--- config.mk ---
export PLATFORM = sky130hd
export DESIGN_NAME = regfile_access_seq
export DESIGN_NICKNAME = d
export VERILOG_FILES = /design/src/rtl/regfile_access_seq.sv
export SDC_FILE = /design/constraint.sdc
export NUM_CORES = 1
export LEC_CHECK = 0
export ABC_AREA = 1
export BUFFER_PORTS_ARGS = -buffer_cell sky130_fd_sc_hd__buf_4
export CAP_MARGIN = 0
export CELL_PAD_IN_SITES_DETAIL_PLACEMENT = 0
export CELL_PAD_IN_SITES_GLOBAL_PLACEMENT = 1
export CORE_MARGIN = 4
export CORE_UTILIZATION = 39
export DETAILED_ROUTE_END_ITERATION = 8
export PLACE_DENSITY = 0.95
export SETUP_SLACK_MARGIN = 0.05
export SLEW_MARGIN = 15
export SYNTH_ARGS = -nofsm -noshare
export SYNTH_HDL_FRONTEND = slang
export SYNTH_SLANG_ARGS = --single-unit
--- constraint.sdc ---
create_clock -name clock -period 2.4 [get_ports clock]
set_clock_uncertainty 0.05 [all_clocks]
set_input_delay 0 -clock clock [delete_from_list [all_inputs] [get_ports clock]]
set_output_delay 0 -clock clock [all_outputs]
set_load 0.01 [all_outputs]
--- src/rtl/regfile_access_seq.sv ---
// Request sequencer for the 16-bit register file: word-level WRITE/READ/INC/DEC onto byte-wide file ports.
// Optional feature macro REGSEQ_RESP_HOLD_EN adds rsp_ready backpressure on the response.
module regfile_access_seq #(
    parameter int NUM_REGS = 5,
    parameter int PC_INDEX = 4
) (
    input  logic        clock,
    input  logic        reset,
`ifdef REGSEQ_RESP_HOLD_EN
    input  logic        rsp_ready,
`endif
    input  logic        req_valid,
    output logic        req_ready,
    input  logic [1:0]  req_op,
    input  logic [2:0]  req_reg,
    input  logic [15:0] req_data,
    output logic        rsp_valid,
    output logic [15:0] rsp_data,
    output logic        rsp_err,
    input  logic [15:0] rf_data_in,
    output logic [7:0]  rf_data_out,
    output logic [4:0]  rf_rn_in,
    output logic [4:0]  rf_rn_out,
    output logic        rf_we,
    output logic        rf_change_pc,
    output logic        rf_inc_pc
);

    localparam logic [1:0] OP_WRITE = 2'b00;
    localparam logic [1:0] OP_READ  = 2'b01;
    localparam logic [1:0] OP_INC   = 2'b10;
    localparam logic [1:0] OP_DEC   = 2'b11;
    localparam logic [2:0] PC_IDX   = 3'(PC_INDEX);
    localparam logic [3:0] REG_LIM  = 4'(NUM_REGS);

    typedef enum logic [2:0] {
        IDLE,
        FETCH,
        WR_LO,
        WR_HI,
        PC_STEP,
        RESP
    } state_t;

    state_t      state, next_state;
    logic [1:0]  op_q;
    logic [2:0]  reg_q;
    logic [15:0] value_q, value_next;

    assign req_ready = (state == IDLE);
    assign rsp_valid = (state == RESP);

    always_comb begin
        next_state   = state;
        value_next   = value_q;
        rf_data_out  = 8'h00;
        rf_rn_in     = 5'b00000;
        rf_rn_out    = 5'b00000;
        rf_we        = 1'b0;
        rf_change_pc = 1'b0;
        rf_inc_pc    = 1'b0;
        case (state)
            IDLE: begin
                if (req_valid) begin
                    if ({1'b0, req_reg} >= REG_LIM) begin
                        next_state = RESP;
                        value_next = 16'h0000;
                    end else begin
                        case (req_op)
                            OP_WRITE: begin
                                next_state = WR_LO;
                                value_next = req_data;
                            end
                            OP_READ: next_state = FETCH;
                            default: next_state = (req_reg == PC_IDX) ? PC_STEP : FETCH;
                        endcase
                    end
                end
            end
            FETCH: begin
                rf_rn_out = {2'b10, reg_q};
                case (op_q)
                    OP_INC: begin
                        value_next = rf_data_in + 16'd1;
                        next_state = WR_LO;
                    end
                    OP_DEC: begin
                        value_next = rf_data_in - 16'd1;
                        next_state = WR_LO;
                    end
                    default: begin
                        value_next = rf_data_in;
                        next_state = RESP;
                    end
                endcase
            end
            WR_LO: begin
                rf_we       = 1'b1;
                rf_rn_in    = {2'b00, reg_q};
                rf_data_out = value_q[7:0];
                next_state  = WR_HI;
            end
            WR_HI: begin
                rf_we       = 1'b1;
                rf_rn_in    = {2'b01, reg_q};
                rf_data_out = value_q[15:8];
                next_state  = RESP;
            end
            PC_STEP: begin
                rf_we        = 1'b1;
                rf_change_pc = 1'b1;
                rf_inc_pc    = (op_q == OP_INC);
                rf_rn_out    = {2'b10, PC_IDX};
                value_next   = (op_q == OP_INC) ? rf_data_in + 16'd1 : rf_data_in - 16'd1;
                next_state   = RESP;
            end
            RESP: begin
`ifdef REGSEQ_RESP_HOLD_EN
                if (rsp_ready)
                    next_state = IDLE;
`else
                next_state = IDLE;
`endif
            end
            default: next_state = IDLE;
        endcase
        // A reset cycle must not let a pending write reach the file (half-written register stays as-is).
        if (!reset) begin
            rf_data_out  = 8'h00;
            rf_rn_in     = 5'b00000;
            rf_rn_out    = 5'b00000;
            rf_we        = 1'b0;
            rf_change_pc = 1'b0;
            rf_inc_pc    = 1'b0;
        end
    end

    // The only IDLE->RESP path is the bad-register one, so that transition alone sets rsp_err.
    always_ff @(posedge clock) begin
        if (!reset) begin
            state    <= IDLE;
            op_q     <= 2'b00;
            reg_q    <= 3'b000;
            value_q  <= 16'h0000;
            rsp_data <= 16'h0000;
            rsp_err  <= 1'b0;
        end else begin
            state   <= next_state;
            value_q <= value_next;
            if (state == IDLE && req_valid) begin
                op_q  <= req_op;
                reg_q <= req_reg;
            end
            if (next_state == RESP && state != RESP) begin
                rsp_data <= value_next;
                rsp_err  <= (state == IDLE);
            end
        end
    end

endmodule

==> out/metrics.cfg <==
[place]
post-place-ws_ns=0.472
place_congestion=0.913
place_hpwl_mm=8.47
port_buffers=77
placed_cells=713

[sta]
slew_limit_headroom=0.538
final.hold.worst_slack_ns=0.0377
final-hold-violation-count=0
period_minus_slack_ns=2.05
final-setup-viol-count=0
fin_setup_tns_ns=0
worst_slew_pin_slew_ns=0.685
timing.final.crit_share=0.852
achievable-frequency_ghz=0.489
grt_setup_unrepaired=false
maxSlewViolCount=0
post-route-worst-setup-slack_ns=0.355

[hold_path]
worst_hold_path.endpoint=value_q[0]$_SDFF_PN0_
holdCritPathClass=primary input to flip-flop
hold_critical_path_depth=3
hp-start=reset

[worst_setup_path]
critical_path.n_buffers_inverters=2
worst_ep_required_time_ns=2.54
critPathTopFamily=compound AO/OA/AOI/OAI gates
rr_startpoint=state[0]$_SDFF_PN0_
crit_arrival_ns=2.19
critPathCaptureType=flip-flop
critical-path-max-stage-delay_ns=0.55
critical_path.cell_chain=nor2_2 > inv_2 > nor2_2 > o21ai_0 > inv_1 > a22oi_1 > nand4_1 > nor2_1 > nor2_1
rr_endpoint=rsp_data[3]$_SDFFE_PN0P_
startpoint_class=flip-flop
cp_slowest_cell=o21ai_0
timing.reg2reg.setup_slack_ns=0.35
reg2regPathDepth=9
worstPathMaxFanout=6
type_of_the_worst_setup_path=flip-flop to flip-flop

[flow_run]
max_cap_violations=0

[clocking]
clock_sinks=41
cts_post_setup_buffers_inserted=0
clkSlewWorstSetupHoldPaths_ns=0.08
clk_tree_root_cell=clkbuf_8
post_cts_hold_buffer_count=4
cts_resized=0
cts_buffers=5
tritoncts_clock_tree=done
insertion_delay_ns=0.29
cts-htree-levels=2
cts_max_path_buffers=2

[routing]
drt_first_pass_iters=6
via_count=3911
drt_first_iter_violations=332
postRouteWirelength_mm=10.7
detail_route.wl_per_cell_um=14.8
vias_per_inst=5.40
drt.antenna.violating_nets=0
post-route-drc-count=0

[floorplanning]
row_count=32
initial_core_util=0.407
pin_count=80
floorplan.core_area_um2=7850
die_height_um=98.5
dieArea_um2=9700
chipWidth_um=98.5

[global_route]
grt_antenna_before_repair=0
total_overflow_reported_by_the_global_router=0
grt_first_pass_wirelength_mm=17.3
grt_util_all_layers=0.215
grt_start_max_net_pins=29
via_count_of_the_first_global_routing_pass=3598

[logic_synthesis]
synth-seq-area-share=0.257
netlist.top_cell.by_area=dfxtp_1
post-synth-top-area-fraction=0.257
ys_seq_elements=41
ys_async_sr_fraction=0
post_synth_inst_count=548
synth_simple_gate_area_share=0.415
post-synth-top-count-cell=nand2_1
syn_avg_cell_area_um2=5.82
postSynth.topFlopCell=dfxtp_1
syn_area_um2=3190
synthesis.yosys.warnings=0
netlist_top_cells_area=dfxtp_1 (26%), nand2_1 (15%), nand3_1 (11%)
synth.lib_cells_used.distinct=38
count_of_flip_flops_with_a_built_in_enable_after_synthesis=0
synth_xor_area_frac=0.0165
yosys-top-cells-count=nand2_1 (127), nor2_1 (88), nand3_1 (69), inv_1 (55), dfxtp_1 (41)
yosys.area_share.adder=0.00784
synth_compound_area_frac=0.192
yosys-mux-area-fraction=0
synth_top_family_by_area=simple AND/OR/NAND/NOR gates

[power]
cellPowerDensity_nw_per_um2=951
vdd_drop_max_v=0.000558
power.sequential.fraction=0.276
relative_contribution_of_combinational_cells_to_total_power=0.580
power.share.switching=0.482
clkPwrFrac=0.144
p_leak_nw=1.83
cell_internal_pwr_mw=1.96
report.power.total_mw=3.78
p_switching_mw=1.82

[final_layout]
stdcell_count=724
flow.area_growth_from_synthesis_pct=24.6
design.final.nets=664
antenna_cells=0
layout-drive-gt1-share=0.185
fillers=881

[status]
status=finished clean

## cells in the final DEF (no fill, tap or decap), drive strengths merged, types with 5 or more instances in the layout
cell type	instances
o21ai	48
dfxtp	41
clkbuf	5
buf	83
inv	60
o32ai	5
nor2	95
nor3	5
a21oi	38
nand3	70
nand2	133
nand4	5
## area by class of cell
class	instances	area, um2	area share
Sequential cell	41	821	0.206
Clock inverter	2	35.0	0.00881
Clock buffer	5	68.8	0.0173
Timing Repair Buffer	87	663	0.167
Inverter	62	238	0.0598
Tap cell	102	128	0.0321
Multi-Input combinational cell	425	2020	0.509
## logic make-up (layout without fill, tap and decap cells)
kind of cell,after synthesis,after routing
AOI/OAI and AO/OA,107,107
xor gates and xnor gates,6,6
adders and majority gates,2,2
buffers and inverters,83,156
DFF,41,41
other,1,2
and+or+nand+nor,308,308
## power by group through the flow
stage          registers, mW  logic [mW]  clock network (mW)
4_1_cts                 1.04        2.18               0.548
3_3_place_gp            1.05        2.13                   0
3_5_place_dp            1.06        2.16                   0
2_1_floorplan           1.06        1.50                   0
6_report                1.05        2.19               0.544
5_1_grt                 1.07        2.45               0.578
## worst max path at each step
| stage | start | slack (ns) | depth (start not counted) | to |
|---|---|---|---|---|
| 2_1_floorplan | state[0]$_SDFF_PN0_ | 0.80 | 11 | rsp_data[10]$_SDFFE_PN0P_ |
| 3_3_place_gp | state[0]$_SDFF_PN0_ | 0.49 | 9 | rsp_data[3]$_SDFFE_PN0P_ |
| 3_5_place_dp | state[0]$_SDFF_PN0_ | 0.47 | 9 | rsp_data[3]$_SDFFE_PN0P_ |
| 4_1_cts | req_op[1] | 0.38 | 10 | rsp_data[13]$_SDFFE_PN0P_ |
| 5_1_grt | req_op[1] | 0.16 | 10 | rsp_data[15]$_SDFFE_PN0P_ |
| 6_report | state[0]$_SDFF_PN0_ | 0.35 | 9 | rsp_data[3]$_SDFFE_PN0P_ |
## flip-flops by register name, summed over array words and instances, names as in the netlist
register	flops
rsp_data	16
state	3
value_q	16
reg_q	3
rsp_err	1
op_q	2
## per-stage QoR
step           cell area [um2]   util
2_1_floorplan             3200      -
3_3_place_gp              3830  0.488
3_5_place_dp              3830  0.488
4_1_cts                   3980  0.507
5_1_grt                   3980  0.507
6_report                  3980  0.507
## worst register-to-register path: stages (launching register included)
cell,delay [ns]
dfxtp_1,0.45
nor2_2,0.08
inv_2,0.08
nor2_2,0.06
o21ai_0,0.55
inv_1,0.14
a22oi_1,0.21
nand4_1,0.16
nor2_1,0.12
nor2_1,0.05
## metal layers
metal | track usage | up-vias | routed length (um)
met2 | 0.368 | 173 | 5140
met1 | 0.287 | 1776 | 4610
met3 | 0.0368 | 16 | 886
met4 | 0.0431 | 0 | 108
li1 | - | 1946 | -
met5 | 0 | - | 0
No activity file was read; power rests on OpenSTA's default activity.
